--- src/rtl/reg_file_2r1w_if.sv ---
// Bus interface for reg_file_2r1w: write port, dual read port and clear control.
// The master modport drives requests; the slave modport belongs to the register file.
interface reg_file_2r1w_if #(
    parameter int DATA_WIDTH = 32,
    parameter int ADDR_WIDTH = 5
);
    logic                  clr;
    logic                  busy;
    logic                  write;
    logic [ADDR_WIDTH-1:0] addr_w;
    logic [DATA_WIDTH-1:0] data_w;
    logic                  read;
    logic [ADDR_WIDTH-1:0] addr_r1;
    logic [ADDR_WIDTH-1:0] addr_r2;
    logic [DATA_WIDTH-1:0] data_r1;
    logic [DATA_WIDTH-1:0] data_r2;
    logic                  valid_r;

    modport master (
        output clr, write, addr_w, data_w, read, addr_r1, addr_r2,
        input  busy, data_r1, data_r2, valid_r
    );

    modport slave (
        input  clr, write, addr_w, data_w, read, addr_r1, addr_r2,
        output busy, data_r1, data_r2, valid_r
    );
endinterface

--- src/rtl/reg_file_2r1w.sv ---
// Parametrised 2-read/1-write register file with registered, bypassed reads and a clear sweep.
// Optional macro REGFILE_ZERO_REG_EN hardwires entry 0 to zero.
module reg_file_2r1w_rd_port #(
    parameter int DATA_WIDTH = 32,
    parameter int ADDR_WIDTH = 5
) (
    input  logic                  i_clk,
    input  logic                  i_rst,
    input  logic                  i_rd_en,
    input  logic [ADDR_WIDTH-1:0] i_addr,
    input  logic [DATA_WIDTH-1:0] i_mem_data,
    input  logic                  i_wr_en,
    input  logic [ADDR_WIDTH-1:0] i_wr_addr,
    input  logic [DATA_WIDTH-1:0] i_wr_data,
    output logic [DATA_WIDTH-1:0] o_data
);
    logic [DATA_WIDTH-1:0] w_next;
    logic [DATA_WIDTH-1:0] r_data;

    always_comb begin
        w_next = i_mem_data;
        if (i_wr_en && (i_wr_addr == i_addr))
            w_next = i_wr_data;
`ifdef REGFILE_ZERO_REG_EN
        // Entry 0 reads as zero even against a same-cycle write to it
        if (i_addr == '0)
            w_next = '0;
`endif
    end

    always_ff @(posedge i_clk) begin
        if (i_rst)
            r_data <= '0;
        else if (i_rd_en)
            r_data <= w_next;
    end

    assign o_data = r_data;
endmodule

module reg_file_2r1w #(
    parameter int DATA_WIDTH = 32,
    parameter int ADDR_WIDTH = 5
) (
    input  logic              i_clk,
    input  logic              i_rst,
    reg_file_2r1w_if.slave    s_bus
);
    localparam int DEPTH  = 2**ADDR_WIDTH;
    localparam int NUM_RD = 2;

    typedef enum logic {ST_CLEAR, ST_IDLE} state_t;

    state_t                r_state;
    logic [ADDR_WIDTH-1:0] r_cnt;
    logic                  r_busy;
    logic                  r_valid;
    logic [DATA_WIDTH-1:0] r_mem [DEPTH];

    logic                                  w_op;
    logic                                  w_wr_en;
    logic                                  w_wr_commit;
    logic                                  w_rd_en;
    logic [NUM_RD-1:0][ADDR_WIDTH-1:0]     w_rd_addr;
    logic [NUM_RD-1:0][DATA_WIDTH-1:0]     w_rd_mem;
    logic [NUM_RD-1:0][DATA_WIDTH-1:0]     w_rd_data;

    // A CLR request in IDLE swallows any read/write in the same cycle
    assign w_op    = (r_state == ST_IDLE) && !s_bus.clr;
    assign w_wr_en = w_op && s_bus.write;
    assign w_rd_en = w_op && s_bus.read;
`ifdef REGFILE_ZERO_REG_EN
    assign w_wr_commit = w_wr_en && (s_bus.addr_w != '0);
`else
    assign w_wr_commit = w_wr_en;
`endif

    always_ff @(posedge i_clk) begin
        if (i_rst) begin
            r_state <= ST_CLEAR;
            r_cnt   <= '0;
            r_busy  <= 1'b1;
        end else begin
            case (r_state)
                ST_CLEAR: begin
                    r_cnt <= r_cnt + 1'b1;
                    if (&r_cnt) begin
                        r_state <= ST_IDLE;
                        r_busy  <= 1'b0;
                    end
                end
                ST_IDLE: begin
                    if (s_bus.clr) begin
                        r_state <= ST_CLEAR;
                        r_cnt   <= '0;
                        r_busy  <= 1'b1;
                    end
                end
                default: begin
                    r_state <= ST_CLEAR;
                    r_cnt   <= '0;
                    r_busy  <= 1'b1;
                end
            endcase
        end
    end

    always_ff @(posedge i_clk) begin
        if (!i_rst) begin
            if (r_state == ST_CLEAR)
                r_mem[r_cnt] <= '0;
            else if (w_wr_commit)
                r_mem[s_bus.addr_w] <= s_bus.data_w;
        end
    end

    always_ff @(posedge i_clk) begin
        if (i_rst)
            r_valid <= 1'b0;
        else
            r_valid <= w_rd_en;
    end

    assign w_rd_addr = {s_bus.addr_r2, s_bus.addr_r1};

    generate
        for (genvar p = 0; p < NUM_RD; p++) begin : g_rd
            assign w_rd_mem[p] = r_mem[w_rd_addr[p]];

            reg_file_2r1w_rd_port #(
                .DATA_WIDTH (DATA_WIDTH),
                .ADDR_WIDTH (ADDR_WIDTH)
            ) u_rd (
                .i_clk      (i_clk),
                .i_rst      (i_rst),
                .i_rd_en    (w_rd_en),
                .i_addr     (w_rd_addr[p]),
                .i_mem_data (w_rd_mem[p]),
                .i_wr_en    (w_wr_en),
                .i_wr_addr  (s_bus.addr_w),
                .i_wr_data  (s_bus.data_w),
                .o_data     (w_rd_data[p])
            );
        end
    endgenerate

    assign s_bus.busy    = r_busy;
    assign s_bus.valid_r = r_valid;
    assign s_bus.data_r1 = w_rd_data[0];
    assign s_bus.data_r2 = w_rd_data[1];
endmodule

--- src/flat_wrapper.sv ---
// flat-port wrapper written by rule: the top's interface ports become plain ports
module reg_file_2r1w_flat 
#(
    parameter int DATA_WIDTH = 32,
    parameter int ADDR_WIDTH = 5
)
  (i_clk, i_rst, s_bus_clr, s_bus_write, s_bus_addr_w, s_bus_data_w, s_bus_read, s_bus_addr_r1, s_bus_addr_r2, s_bus_busy, s_bus_data_r1, s_bus_data_r2, s_bus_valid_r);
  reg_file_2r1w_if #(.DATA_WIDTH(DATA_WIDTH), .ADDR_WIDTH(ADDR_WIDTH)) s_bus_i ();
  input  logic i_clk;
  input  logic i_rst;
  input wire logic [$bits(s_bus_i.clr)-1:0] s_bus_clr;
  input wire logic [$bits(s_bus_i.write)-1:0] s_bus_write;
  input wire logic [$bits(s_bus_i.addr_w)-1:0] s_bus_addr_w;
  input wire logic [$bits(s_bus_i.data_w)-1:0] s_bus_data_w;
  input wire logic [$bits(s_bus_i.read)-1:0] s_bus_read;
  input wire logic [$bits(s_bus_i.addr_r1)-1:0] s_bus_addr_r1;
  input wire logic [$bits(s_bus_i.addr_r2)-1:0] s_bus_addr_r2;
  output wire logic [$bits(s_bus_i.busy)-1:0] s_bus_busy;
  output wire logic [$bits(s_bus_i.data_r1)-1:0] s_bus_data_r1;
  output wire logic [$bits(s_bus_i.data_r2)-1:0] s_bus_data_r2;
  output wire logic [$bits(s_bus_i.valid_r)-1:0] s_bus_valid_r;
  assign s_bus_i.clr = s_bus_clr;
  assign s_bus_i.write = s_bus_write;
  assign s_bus_i.addr_w = s_bus_addr_w;
  assign s_bus_i.data_w = s_bus_data_w;
  assign s_bus_i.read = s_bus_read;
  assign s_bus_i.addr_r1 = s_bus_addr_r1;
  assign s_bus_i.addr_r2 = s_bus_addr_r2;
  assign s_bus_busy = s_bus_i.busy;
  assign s_bus_data_r1 = s_bus_i.data_r1;
  assign s_bus_data_r2 = s_bus_i.data_r2;
  assign s_bus_valid_r = s_bus_i.valid_r;
  reg_file_2r1w #(.DATA_WIDTH(DATA_WIDTH), .ADDR_WIDTH(ADDR_WIDTH)) u_core (.i_clk(i_clk), .i_rst(i_rst), .s_bus(s_bus_i));
endmodule
--- config.mk ---
export PLATFORM = sky130hd
export DESIGN_NAME = reg_file_2r1w_flat
export DESIGN_NICKNAME = d
export VERILOG_FILES = /design/src/rtl/reg_file_2r1w_if.sv /design/src/rtl/reg_file_2r1w.sv /design/src/flat_wrapper.sv
export SDC_FILE = /design/constraint.sdc
export NUM_CORES = 1
export LEC_CHECK = 0
export BUFFER_PORTS_ARGS = -buffer_cell sky130_fd_sc_hd__buf_2
export CORE_MARGIN = 1
export CORE_UTILIZATION = 60
export CTS_CLUSTER_DIAMETER = 200
export DETAILED_ROUTE_END_ITERATION = 8
export PLACE_DENSITY_LB_ADDON = 0.08
export SETUP_SLACK_MARGIN = 0.02
export SYNTH_ARGS = -nofsm -noshare
export SYNTH_HDL_FRONTEND = slang
export SYNTH_SLANG_ARGS = --single-unit
--- constraint.sdc ---
create_clock -name i_clk -period 4.83 [get_ports i_clk]
set_clock_uncertainty 0.15 [all_clocks]
set_input_delay 0.483 -clock i_clk [delete_from_list [all_inputs] [get_ports i_clk]]
set_output_delay 0.483 -clock i_clk [all_outputs]
set_load 0.02 [all_outputs]
Word-level counts from Yosys, hierarchy flattened:

Memories as Yosys holds them, arrays and structs flattened. A register that Yosys moved wholly into a read port is not among the register bits.
Index checks and enable logic that the tools add are counted.

* input port bits: 52
* memories kept: 1
* output and inout port bits: 66
* bits in registers: 8
* RAM bits: 1024

Memory list
* u_core.r_mem: depth 32, width 32, read ports 2, clocked after memory_dff 2, write ports 1, RTL line reg_file_2r1w.sv:58 `logic [DATA_WIDTH-1:0] r_mem [DEPTH];`

* reduce and logical (&&, ||, !) cells: 7
* bitwise logic cells: 1
* muxes and demuxes: 18
* add/subtract/negate cells: 1
* equality and inequality tests: 2

Operator list (number)
* two-way mux 32 bit: 1
* OR reduction 32 bit: 1
* two-way mux 1 bit: 12
* two-way mux 5 bit: 2
* case mux 5 bit (2 select lines): 1
* adder 5 x 1 -> 5 bit, second input constant: 1
* AND reduction 5 bit: 1
* case mux 1 bit (2 select lines): 2
* logical AND 1 bit: 3
* inequality test 2 x 1 -> 1 bit, second input constant: 1
* inequality test 2 bit, second input constant: 1
* AND reduction 2 bit: 1
* zero test 1 bit: 1
* NOT 1 bit: 1

Longest topological paths before layout:

Gate-level depths: netlist of the first run.

* word-level depth: 9
* depth in mapped cells: 11

Cells and area by module:

From an unflattened synthesis of the first run, not the netlist that was laid out.

* cell total of the unflattened synthesis: 3873
* area, all modules: 52629.2 um^2

By module, submodules not included
* reg_file_2r1w: area an instance 49468.7 um^2, seq. area each 30909.6 um^2, cells each 3491, times used 1
* reg_file_2r1w_rd_port: area an instance 1580.3 um^2, seq. area each 640.6 um^2, cells each 191, times used 2

Worst setup path before layout of the first run:

Ideal clock, no wire load.

* kind: input to register
* from: input port i_rst
* to: memory u_core.r_mem[11][0], enable pin
* data required time: 4.259 ns
* path buffers: 3
* library setup time: 0.421 ns
* setup slack: 1.167 ns
* stages: 8
* arrival: 3.092 ns
* path through: nor4bb_4 buf_6 buf_2 buf_1 nand3_1 nand2_1 nand2_1 nor2_1

* longest elaborated chain between the ends: 4
* elaborated cells between the ends (all ways): 7
* classes of those cells: mux: 6; reduce/logical: 1

Ends and longest elaborated chain
* start: declaration: RTL line flat_wrapper.sv:10 `input logic i_rst;`
* two-way mux 1 bit: RTL line reg_file_2r1w.sv:109 `if (!i_rst) begin`
* two-way mux 1 bit (implied by the code): RTL line reg_file_2r1w.sv:113 `r_mem[s_bus.addr_w] <= s_bus.data_w;`
* OR reduction 32 bit (no line)
* two-way mux 5 bit (no line) / two-way mux 1 bit (equally long branches)
* end: declaration: RTL line reg_file_2r1w.sv:58

Several ways; a longest one is shown, not always the timed one.

Worst setup path in the final report of the first run:

* from: register u_core.r_state
* to: memory u_core.r_mem[9][21], enable pin

* longest elaborated chain between the ends: 8
* elaborated cells between the ends (all ways): 12
* classes of those cells: mux: 9; reduce/logical: 3

Ends and longest elaborated chain
* start: declaration: RTL line reg_file_2r1w.sv:54 `state_t r_state;`
* start signal: assignment: RTL line reg_file_2r1w.sv:80 `r_state <= ST_CLEAR;`
* start signal: assignment: RTL line reg_file_2r1w.sv:88 `r_state <= ST_IDLE;`
* start signal: assignment: RTL line reg_file_2r1w.sv:94 `r_state <= ST_CLEAR;`
* logical AND 1 bit: RTL line reg_file_2r1w.sv:69 `assign w_op = (r_state == ST_IDLE) && !s_bus.clr;`
* logical AND 1 bit: RTL line reg_file_2r1w.sv:70 `assign w_wr_en = w_op && s_bus.write;`
* two-way mux 1 bit: RTL line reg_file_2r1w.sv:112 `else if (w_wr_commit)`
* two-way mux 1 bit: RTL line reg_file_2r1w.sv:110 `if (r_state == ST_CLEAR)`
* two-way mux 1 bit: RTL line reg_file_2r1w.sv:109
* two-way mux 1 bit (implied by the code): RTL line reg_file_2r1w.sv:113
* OR reduction 32 bit (no line)
* two-way mux 5 bit (no line) / two-way mux 1 bit (equally long branches)

Several ways; a longest one is shown, not always the timed one.

==> flow_results.xml, run 1 <==
<?xml version="1.0" encoding="UTF-8"?>
<metrics>
  <group name="finish">
    <metric name="filler_cell_count" unit="">5292</metric>
    <metric name="design.final.nets" unit="">2742</metric>
    <metric name="mostFrequentLayoutCell" unit="">edfxtp_1</metric>
    <metric name="area_growth" unit="%">12.9</metric>
    <metric name="seqCellArea" unit="µm²">32200</metric>
    <metric name="layout.cells.most_common_list" unit="">1024 x edfxtp_1, 544 x mux4_2, 194 x mux2i_1</metric>
    <metric name="finalNonFillerCells" unit="">3920</metric>
    <metric name="multiInputGateArea" unit="µm²">17800</metric>
    <metric name="fin_util" unit="%">68.4</metric>
    <metric name="layout.cell_area.non_filler" unit="µm²">57200</metric>
    <metric name="final_layout_size_suffix_gt1_share" unit="%">38.4</metric>
  </group>
  <group name="die">
    <metric name="die-height" unit="µm">293</metric>
    <metric name="design.core.area" unit="µm²">83700</metric>
    <metric name="initial_utilization" unit="%">60.6</metric>
    <metric name="floorplan.rows" unit="">106</metric>
    <metric name="top_level_ports" unit="">118</metric>
    <metric name="die-area" unit="µm²">85700</metric>
    <metric name="die_extent_in_x" unit="µm">293</metric>
  </group>
  <group name="synthesis">
    <metric name="postSynth.asyncResetShare" unit="%">0</metric>
    <metric name="synth_flop_cell" unit="">edfxtp_1</metric>
    <metric name="syn-mean-instance-area" unit="µm²">19.9</metric>
    <metric name="number_of_synthesized_flops_with_an_enable_pin" unit="">1024</metric>
    <metric name="synth_area" unit="µm²">50700</metric>
    <metric name="synth.ff_latch_count" unit="">1096</metric>
    <metric name="synth.net_count" unit="">2598</metric>
    <metric name="synthDistinctLibCells" unit="">49</metric>
    <metric name="ys.warnings.count" unit="">0</metric>
    <metric name="synth-seq-area-share" unit="%">63.5</metric>
    <metric name="synthCells" unit="">2544</metric>
  </group>
  <group name="place">
    <metric name="place_ws" unit="ns">0.853</metric>
    <metric name="numPortBuffers" unit="">117</metric>
    <metric name="dp.final_hpwl" unit="µm">89200</metric>
    <metric name="place.gp.congestion" unit="">0.902</metric>
    <metric name="dp_cells" unit="">3685</metric>
    <metric name="postPlaceCellArea" unit="µm²">53200</metric>
  </group>
  <group name="setup_path">
    <metric name="cp_data_arrival_time" unit="ns">4.22</metric>
    <metric name="crit_path_start" unit="">u_core.r_state</metric>
    <metric name="worst_path_max_delay_cell" unit="">nor2_4</metric>
    <metric name="critPathRequiredTime" unit="ns">4.96</metric>
    <metric name="crit_path_cell_trace" unit="">nand4bb_1 &gt; or3_1 &gt; o31ai_1 &gt; nand2_1 &gt; nor2_4</metric>
    <metric name="setup.worst_path.end_class" unit="">register</metric>
    <metric name="setup.worst_path.start_class" unit="">register</metric>
    <metric name="r2r.worst_path.cells" unit="">5</metric>
    <metric name="longest_individual_stage_delay_on_the_worst_path" unit="ns">1.13</metric>
    <metric name="rr_startpoint" unit="">u_core.r_state</metric>
    <metric name="criticalPathCategory" unit="">register to register</metric>
    <metric name="crit_path_max_fanout" unit="">32</metric>
    <metric name="worst-r2r-setup-slack" unit="ns">0.74</metric>
    <metric name="r2r-end" unit="">u_core.r_mem[9][21]</metric>
  </group>
  <group name="clocking">
    <metric name="cts_hold_repair.buffers" unit="">25</metric>
    <metric name="cts_repair_resized_insts" unit="">0</metric>
    <metric name="ctsHtreeMaxLevel" unit="">3</metric>
    <metric name="clkSlewWorstSetupHoldPaths" unit="ns">0.06</metric>
    <metric name="cts.repair_timing.setup_buffer_count" unit="">0</metric>
    <metric name="clock-sinks" unit="">1096</metric>
    <metric name="clk_path_buf_depth" unit="">3</metric>
    <metric name="clkLatencyLatePin" unit="ns">0.68</metric>
    <metric name="cts-root-buf" unit="">clkbuf_16</metric>
    <metric name="number_of_clock_buffers_inserted_by_tritoncts" unit="">110</metric>
    <metric name="cts_tree" unit="">yes</metric>
  </group>
  <group name="timing">
    <metric name="timing.final.hold_violations" unit="">0</metric>
    <metric name="timing.final.max_slew_violations" unit="">0</metric>
    <metric name="rsz0062_at_grt" unit="">no</metric>
    <metric name="finalSetupViolations" unit="">0</metric>
    <metric name="worst_slew_pin_slew" unit="ns">1.38</metric>
    <metric name="max_freq" unit="GHz">0.245</metric>
    <metric name="min_period_over_period" unit="%">84.7</metric>
    <metric name="finalSetupTns" unit="ns">0</metric>
    <metric name="final.setup.worst_slack" unit="ns">0.741</metric>
    <metric name="hold_slack" unit="ns">0.0261</metric>
    <metric name="post-route-min-period" unit="ns">4.09</metric>
    <metric name="slew_headroom" unit="%">7.73</metric>
  </group>
  <group name="global_routing">
    <metric name="antenna_found_initial" unit="">5</metric>
    <metric name="maximum_number_of_pins_on_one_net_before_global_route_repair" unit="">107</metric>
    <metric name="first_global_vias" unit="">28700</metric>
    <metric name="grt_usage" unit="%">34.2</metric>
    <metric name="overflow" unit="">0</metric>
    <metric name="grt_first_pass_wirelength" unit="µm">207000</metric>
  </group>
  <group name="pwr">
    <metric name="pwr-share-clk" unit="%">43.6</metric>
    <metric name="power.static_leakage" unit="nW">17.0</metric>
    <metric name="post-layout-total-power" unit="mW">20.6</metric>
    <metric name="cell_internal_pwr" unit="mW">16.2</metric>
    <metric name="seqPwrFrac" unit="%">50.2</metric>
    <metric name="power_switching" unit="mW">4.40</metric>
    <metric name="power_frac_comb" unit="%">6.2</metric>
    <metric name="pwr_density_cell" unit="nW/µm²">360</metric>
    <metric name="peak_supply_drop" unit="mV">0.287</metric>
    <metric name="p_sw_share" unit="%">21.4</metric>
  </group>
  <group name="flow_run">
    <metric name="cap_violations" unit="">0</metric>
  </group>
  <group name="detailed_routing">
    <metric name="drt_drc_violations_left" unit="">0</metric>
    <metric name="detailedRoute.firstPassIterationCount" unit="">6</metric>
    <metric name="finalWirelength" unit="µm">144000</metric>
    <metric name="route.antenna.remaining_nets" unit="">0</metric>
    <metric name="wl_per_cell" unit="µm">36.6</metric>
    <metric name="detail_route.iter0.violations" unit="">3846</metric>
    <metric name="viasPerCell" unit="">7.35</metric>
    <metric name="vias" unit="">28800</metric>
  </group>
  <group name="worst_hold_path">
    <metric name="holdCritPathClass" unit="">input port to register</metric>
    <metric name="hold_path_startpoint" unit="">s_bus_data_w[19]</metric>
    <metric name="holdPathEnd" unit="">u_core.g_rd[1].u_rd.o_data[19]</metric>
    <metric name="hold_depth" unit="">3</metric>
  </group>
  <group name="run_status">
    <metric name="run_status" unit="">completed</metric>
  </group>
</metrics>
[critical path: cells and delay by family (launching register included)]
kind | cells | cell delay (ns)
AOI/OAI and AO/OA | 1 | 0.12
DFF | 1 | 0.70
and+or+nand+nor | 4 | 2.69
[synth_stat cells, drive strengths merged, types with 3 or more instances]
cell type	number	area share [%]
mux4	544	24
nor2b	4	0.049
nor3	6	0.059
and3	3	0.037
nand2	85	0.63
dfxtp	72	2.8
a21oi	10	0.099
clkbuf	126	0.93
buf	79	0.77
nand3	8	0.079
edfxtp	1024	61
inv	38	0.28
mux2i	195	3.9
nor2	40	0.30
a22oi	32	0.47
o21ai	37	0.37
nand2b	9	0.11
a31oi	4	0.049
nand3b	32	0.47
o211ai	32	0.77
xnor2	5	0.086
or3	4	0.049
a221oi	32	0.55
o22ai	32	0.39
mux2	65	1.4
nand4	3	0.037
[logic make-up after synthesis]
group,count (synthesis),share of synthesized area [%]
flops,1096,63.5
buf+inv,244,1.99
xor+xnor,7,0.121
mux,804,29.5
fa+ha+maj,2,0.0494
simple gates,201,1.96
compound gates,190,2.89
[worst max path at each step]
| stage | endpoint | slack, ns | cells after the start |
|---|---|---|---|
| final | u_core.r_mem[9][21] | 0.74 | 5 |
| after global routing | u_core.r_mem[9][15] | 0.57 | 5 |
| after CTS | u_core.g_rd[1].u_rd.o_data[6] | 0.86 | 7 |
| after detailed placement | u_core.g_rd[1].u_rd.o_data[31] | 0.85 | 8 |
| after global placement | u_core.r_mem[9][21] | 0.89 | 6 |
| after floorplan | u_core.r_mem[11][0] | 1.17 | 8 |
[flip-flops by register name, summed over array words and instances (netlist names)]
signal and flops:
u_core.g_rd.u_rd.o_data 64, u_core.r_cnt 5, u_core.r_mem 1024, u_core.r_state 1, u_core.s_bus.busy 1, u_core.s_bus.valid_r 1
[area by class of cell]
type,instances,area share [%]
timing repair buffer,237,3.29
multi-input combinational,1204,31.1
tap,1134,2.48
clock buffer,140,5.22
clock inverter,68,1.43
sequential,1096,56.3
antenna,2,0.00875
inverter,39,0.256
[per-layer routing]
metal  wire (µm)  GRT usage [%]  vias up
met2       63200           48.5     2080
li1            -              -    11200
met1       56300           51.6    15300
met5           9              0        -
met3       21200           12.7      212
met4        2890           7.02        2
[power by group through the flow]
stage,clock (mW),combinational (mW),sequential (mW)
final,8.96,1.28,10.3
after global routing,9.35,1.33,10.3
after CTS,9.02,1.27,10.3
after detailed placement,0,1.25,10.5
after global placement,0,1.23,10.5
after floorplan,0,0.818,10.5
Note: power is estimated with default switching activity, not from simulation.
==> inputs of run 2 (changes only) <==
- CORE_UTILIZATION: 60 -> 57
- clock period: 4.83 -> 3.7 ns (I/O delays scaled with it)
==> run 2 against run 1 <==
Against the previous run: sequential power rose by 31%; setup slack got worse by 0.45 ns; wire length increased by 1.2%; critical path type is now input port to register; largest power group unchanged; highest routed layer unchanged.
==> flow_results.xml, run 2 (synthesized netlist as in run 1, its figures left out) <==
<?xml version="1.0" encoding="UTF-8"?>
<metrics>
  <group name="run_status">
    <metric name="run_status" unit="">completed</metric>
  </group>
  <group name="timing">
    <metric name="post-route-min-period" unit="ns">3.41</metric>
    <metric name="rsz0062_at_grt" unit="">no</metric>
    <metric name="slew_headroom" unit="%">28.6</metric>
    <metric name="max_freq" unit="GHz">0.293</metric>
    <metric name="worst_slew_pin_slew" unit="ns">1.07</metric>
    <metric name="min_period_over_period" unit="%">92.2</metric>
    <metric name="finalSetupTns" unit="ns">0</metric>
    <metric name="final.setup.worst_slack" unit="ns">0.289</metric>
    <metric name="timing.final.max_slew_violations" unit="">0</metric>
    <metric name="finalSetupViolations" unit="">0</metric>
    <metric name="timing.final.hold_violations" unit="">0</metric>
  </group>
  <group name="worst_hold_path">
    <metric name="hold_depth" unit="">4</metric>
    <metric name="hold_path_startpoint" unit="">s_bus_addr_r1[2]</metric>
    <metric name="holdCritPathClass" unit="">input port to register</metric>
  </group>
  <group name="setup_path">
    <metric name="cp_num_cells" unit="">10</metric>
    <metric name="crit_buf_inv" unit="">4</metric>
    <metric name="cp_data_arrival_time" unit="ns">3.87</metric>
    <metric name="crit_path_max_fanout" unit="">25</metric>
    <metric name="worstSetupEndpoint" unit="">u_core.g_rd[1].u_rd.o_data[31]</metric>
    <metric name="worst-r2r-setup-slack" unit="ns">0.48</metric>
    <metric name="rr_startpoint" unit="">u_core.r_state</metric>
    <metric name="r2r-end" unit="">u_core.g_rd[1].u_rd.o_data[31]</metric>
    <metric name="worst_path_max_delay_cell" unit="">or4_2</metric>
    <metric name="crit_path_start" unit="">i_rst</metric>
    <metric name="r2r.worst_path.cells" unit="">8</metric>
    <metric name="critPathRequiredTime" unit="ns">4.16</metric>
    <metric name="setup.worst_path.end_class" unit="">register</metric>
    <metric name="setup.worst_path.start_class" unit="">input port</metric>
    <metric name="longest_individual_stage_delay_on_the_worst_path" unit="ns">0.55</metric>
    <metric name="criticalPathCategory" unit="">input port to register</metric>
    <metric name="critical_path.top_delay_family" unit="">simple AND/OR/NAND/NOR gates</metric>
    <metric name="crit_path_cell_trace" unit="">dlygate4sd3_1 &gt; buf_2 &gt; nor4bb_4 &gt; buf_4 &gt; nand4_1 &gt; a32o_1 &gt; or4_2 &gt; or2_2 &gt; buf_12 &gt; o211ai_1</metric>
  </group>
  <group name="place">
    <metric name="place.gp.congestion" unit="">0.845</metric>
    <metric name="place_ws" unit="ns">0.200</metric>
    <metric name="numPortBuffers" unit="">117</metric>
    <metric name="dp.final_hpwl" unit="µm">86800</metric>
  </group>
  <group name="finish">
    <metric name="design.final.nets" unit="">2828</metric>
    <metric name="filler_cell_count" unit="">5723</metric>
    <metric name="layout.cells.most_common_list" unit="">1024 x edfxtp_1, 544 x mux4_2, 194 x mux2i_1</metric>
    <metric name="antenna_cells" unit="">0</metric>
    <metric name="registers.top_by_ff_count" unit="">u_core.r_mem</metric>
    <metric name="largest_register_ff_count" unit="">1024</metric>
    <metric name="mostFrequentLayoutCell" unit="">edfxtp_1</metric>
    <metric name="final_layout_size_suffix_gt1_share" unit="%">39.9</metric>
    <metric name="fin_util" unit="%">66.2</metric>
    <metric name="area_growth" unit="%">15.2</metric>
  </group>
  <group name="clocking">
    <metric name="number_of_clock_buffers_inserted_by_tritoncts" unit="">113</metric>
    <metric name="cts_tree" unit="">yes</metric>
    <metric name="clock-sinks" unit="">1096</metric>
    <metric name="clkSlewWorstSetupHoldPaths" unit="ns">0.06</metric>
    <metric name="cts.repair_timing.setup_buffer_count" unit="">0</metric>
    <metric name="clkLatencyLatePin" unit="ns">0.69</metric>
    <metric name="clk_path_buf_depth" unit="">3</metric>
    <metric name="ctsHtreeMaxLevel" unit="">3</metric>
    <metric name="cts-root-buf" unit="">clkbuf_16</metric>
  </group>
  <group name="pwr">
    <metric name="power.static_leakage" unit="nW">17.6</metric>
    <metric name="pwr_density_cell" unit="nW/µm²">459</metric>
    <metric name="post-layout-total-power" unit="mW">26.8</metric>
    <metric name="peak_supply_drop" unit="mV">0.430</metric>
  </group>
  <group name="global_routing">
    <metric name="overflow" unit="">0</metric>
    <metric name="grt_use_met2" unit="%">51.0</metric>
    <metric name="grt_usage" unit="%">32.9</metric>
    <metric name="first_global_vias" unit="">29400</metric>
    <metric name="grt.met1_usage" unit="%">47.9</metric>
    <metric name="globalRouteMet3Util" unit="%">6.63</metric>
    <metric name="grt_first_pass_wirelength" unit="µm">209000</metric>
    <metric name="antenna_found_initial" unit="">2</metric>
    <metric name="maximum_number_of_pins_on_one_net_before_global_route_repair" unit="">77</metric>
    <metric name="top_usage_layer_grt" unit="">met2</metric>
  </group>
  <group name="detailed_routing">
    <metric name="detail_route.iter0.violations" unit="">3654</metric>
    <metric name="vias" unit="">29100</metric>
    <metric name="route.antenna.remaining_nets" unit="">0</metric>
    <metric name="drt_drc_violations_left" unit="">0</metric>
    <metric name="detailedRoute.firstPassIterationCount" unit="">6</metric>
    <metric name="wl_per_cell" unit="µm">36.0</metric>
    <metric name="finalWirelength" unit="µm">145000</metric>
    <metric name="viasPerCell" unit="">7.20</metric>
  </group>
  <group name="die">
    <metric name="die-height" unit="µm">300</metric>
    <metric name="initial_utilization" unit="%">57.4</metric>
    <metric name="design.core.area" unit="µm²">88200</metric>
    <metric name="die_extent_in_x" unit="µm">300</metric>
    <metric name="floorplan.rows" unit="">109</metric>
    <metric name="top_level_ports" unit="">118</metric>
    <metric name="die-area" unit="µm²">90100</metric>
  </group>
  <group name="flow_run">
    <metric name="cap_violations" unit="">0</metric>
  </group>
</metrics>
## run 2: per-stage QoR
step	instance area [µm²]	cells	hold WS, ns
4_1_cts	58400	4035	0.266
2_1_floorplan	50700	2544	0.320
3_3_place_gp	54200	3789	0.292
3_5_place_dp	54200	3789	0.298
5_1_grt	58400	4035	0.338
6_report	58400	4035	0.311
## run 2: layer usage
layer | vias to the layer above | part of all wire (%)
met1 | 15700 | 39
met3 | 247 | 10
li1 | 11400 | -
met4 | 4 | 2.8
met2 | 1757 | 48
met5 | - | 0.022
## run 2: final cells by class
| class | instances | area (µm²) | area share (%) |
|---|---|---|---|
| multi-input cells | 1204 | 17800 | 30.4 |
| clock inverters | 55 | 603 | 1.03 |
| repair buffers | 320 | 3020 | 5.17 |
| flip-flops and latches | 1096 | 32200 | 55.1 |
| well taps | 1165 | 1460 | 2.50 |
| inverters | 39 | 146 | 0.251 |
| clock buffers | 156 | 3200 | 5.48 |
## run 2: tightest hold or removal path, cell delays in order
cell and delay, ns:
buf_2 0.20, nor2_4 0.11, a221oi_1 0.27, o21ai_0 0.11
## run 2: worst min-delay path by stage
| stage | end | slack, ns |
|---|---|---|
| after CTS | u_core.g_rd[0].u_rd.o_data[18] | 0.27 |
| after floorplan | u_core.r_state | 0.32 |
| after global placement | u_core.g_rd[1].u_rd.o_data[7] | 0.29 |
| final | u_core.g_rd[0].u_rd.o_data[18] | 0.31 |
| after global routing | u_core.g_rd[1].u_rd.o_data[24] | 0.34 |
| after detailed placement | u_core.g_rd[1].u_rd.o_data[18] | 0.30 |
## run 2: report_power, final
group / total (mW) / switching [mW] / internal [mW]
combinational: 1.65 / 0.886 / 0.763
sequential: 13.5 / 0.0446 / 13.4
clock: 11.7 / 4.73 / 6.92
total: 26.8 / 5.66 / 21.1
## run 2: timing repair
action | in CTS | in global routing
hold buffers | 35 | 0
hold endpoints to repair | 39 | 0
resized for setup | 0 | 0
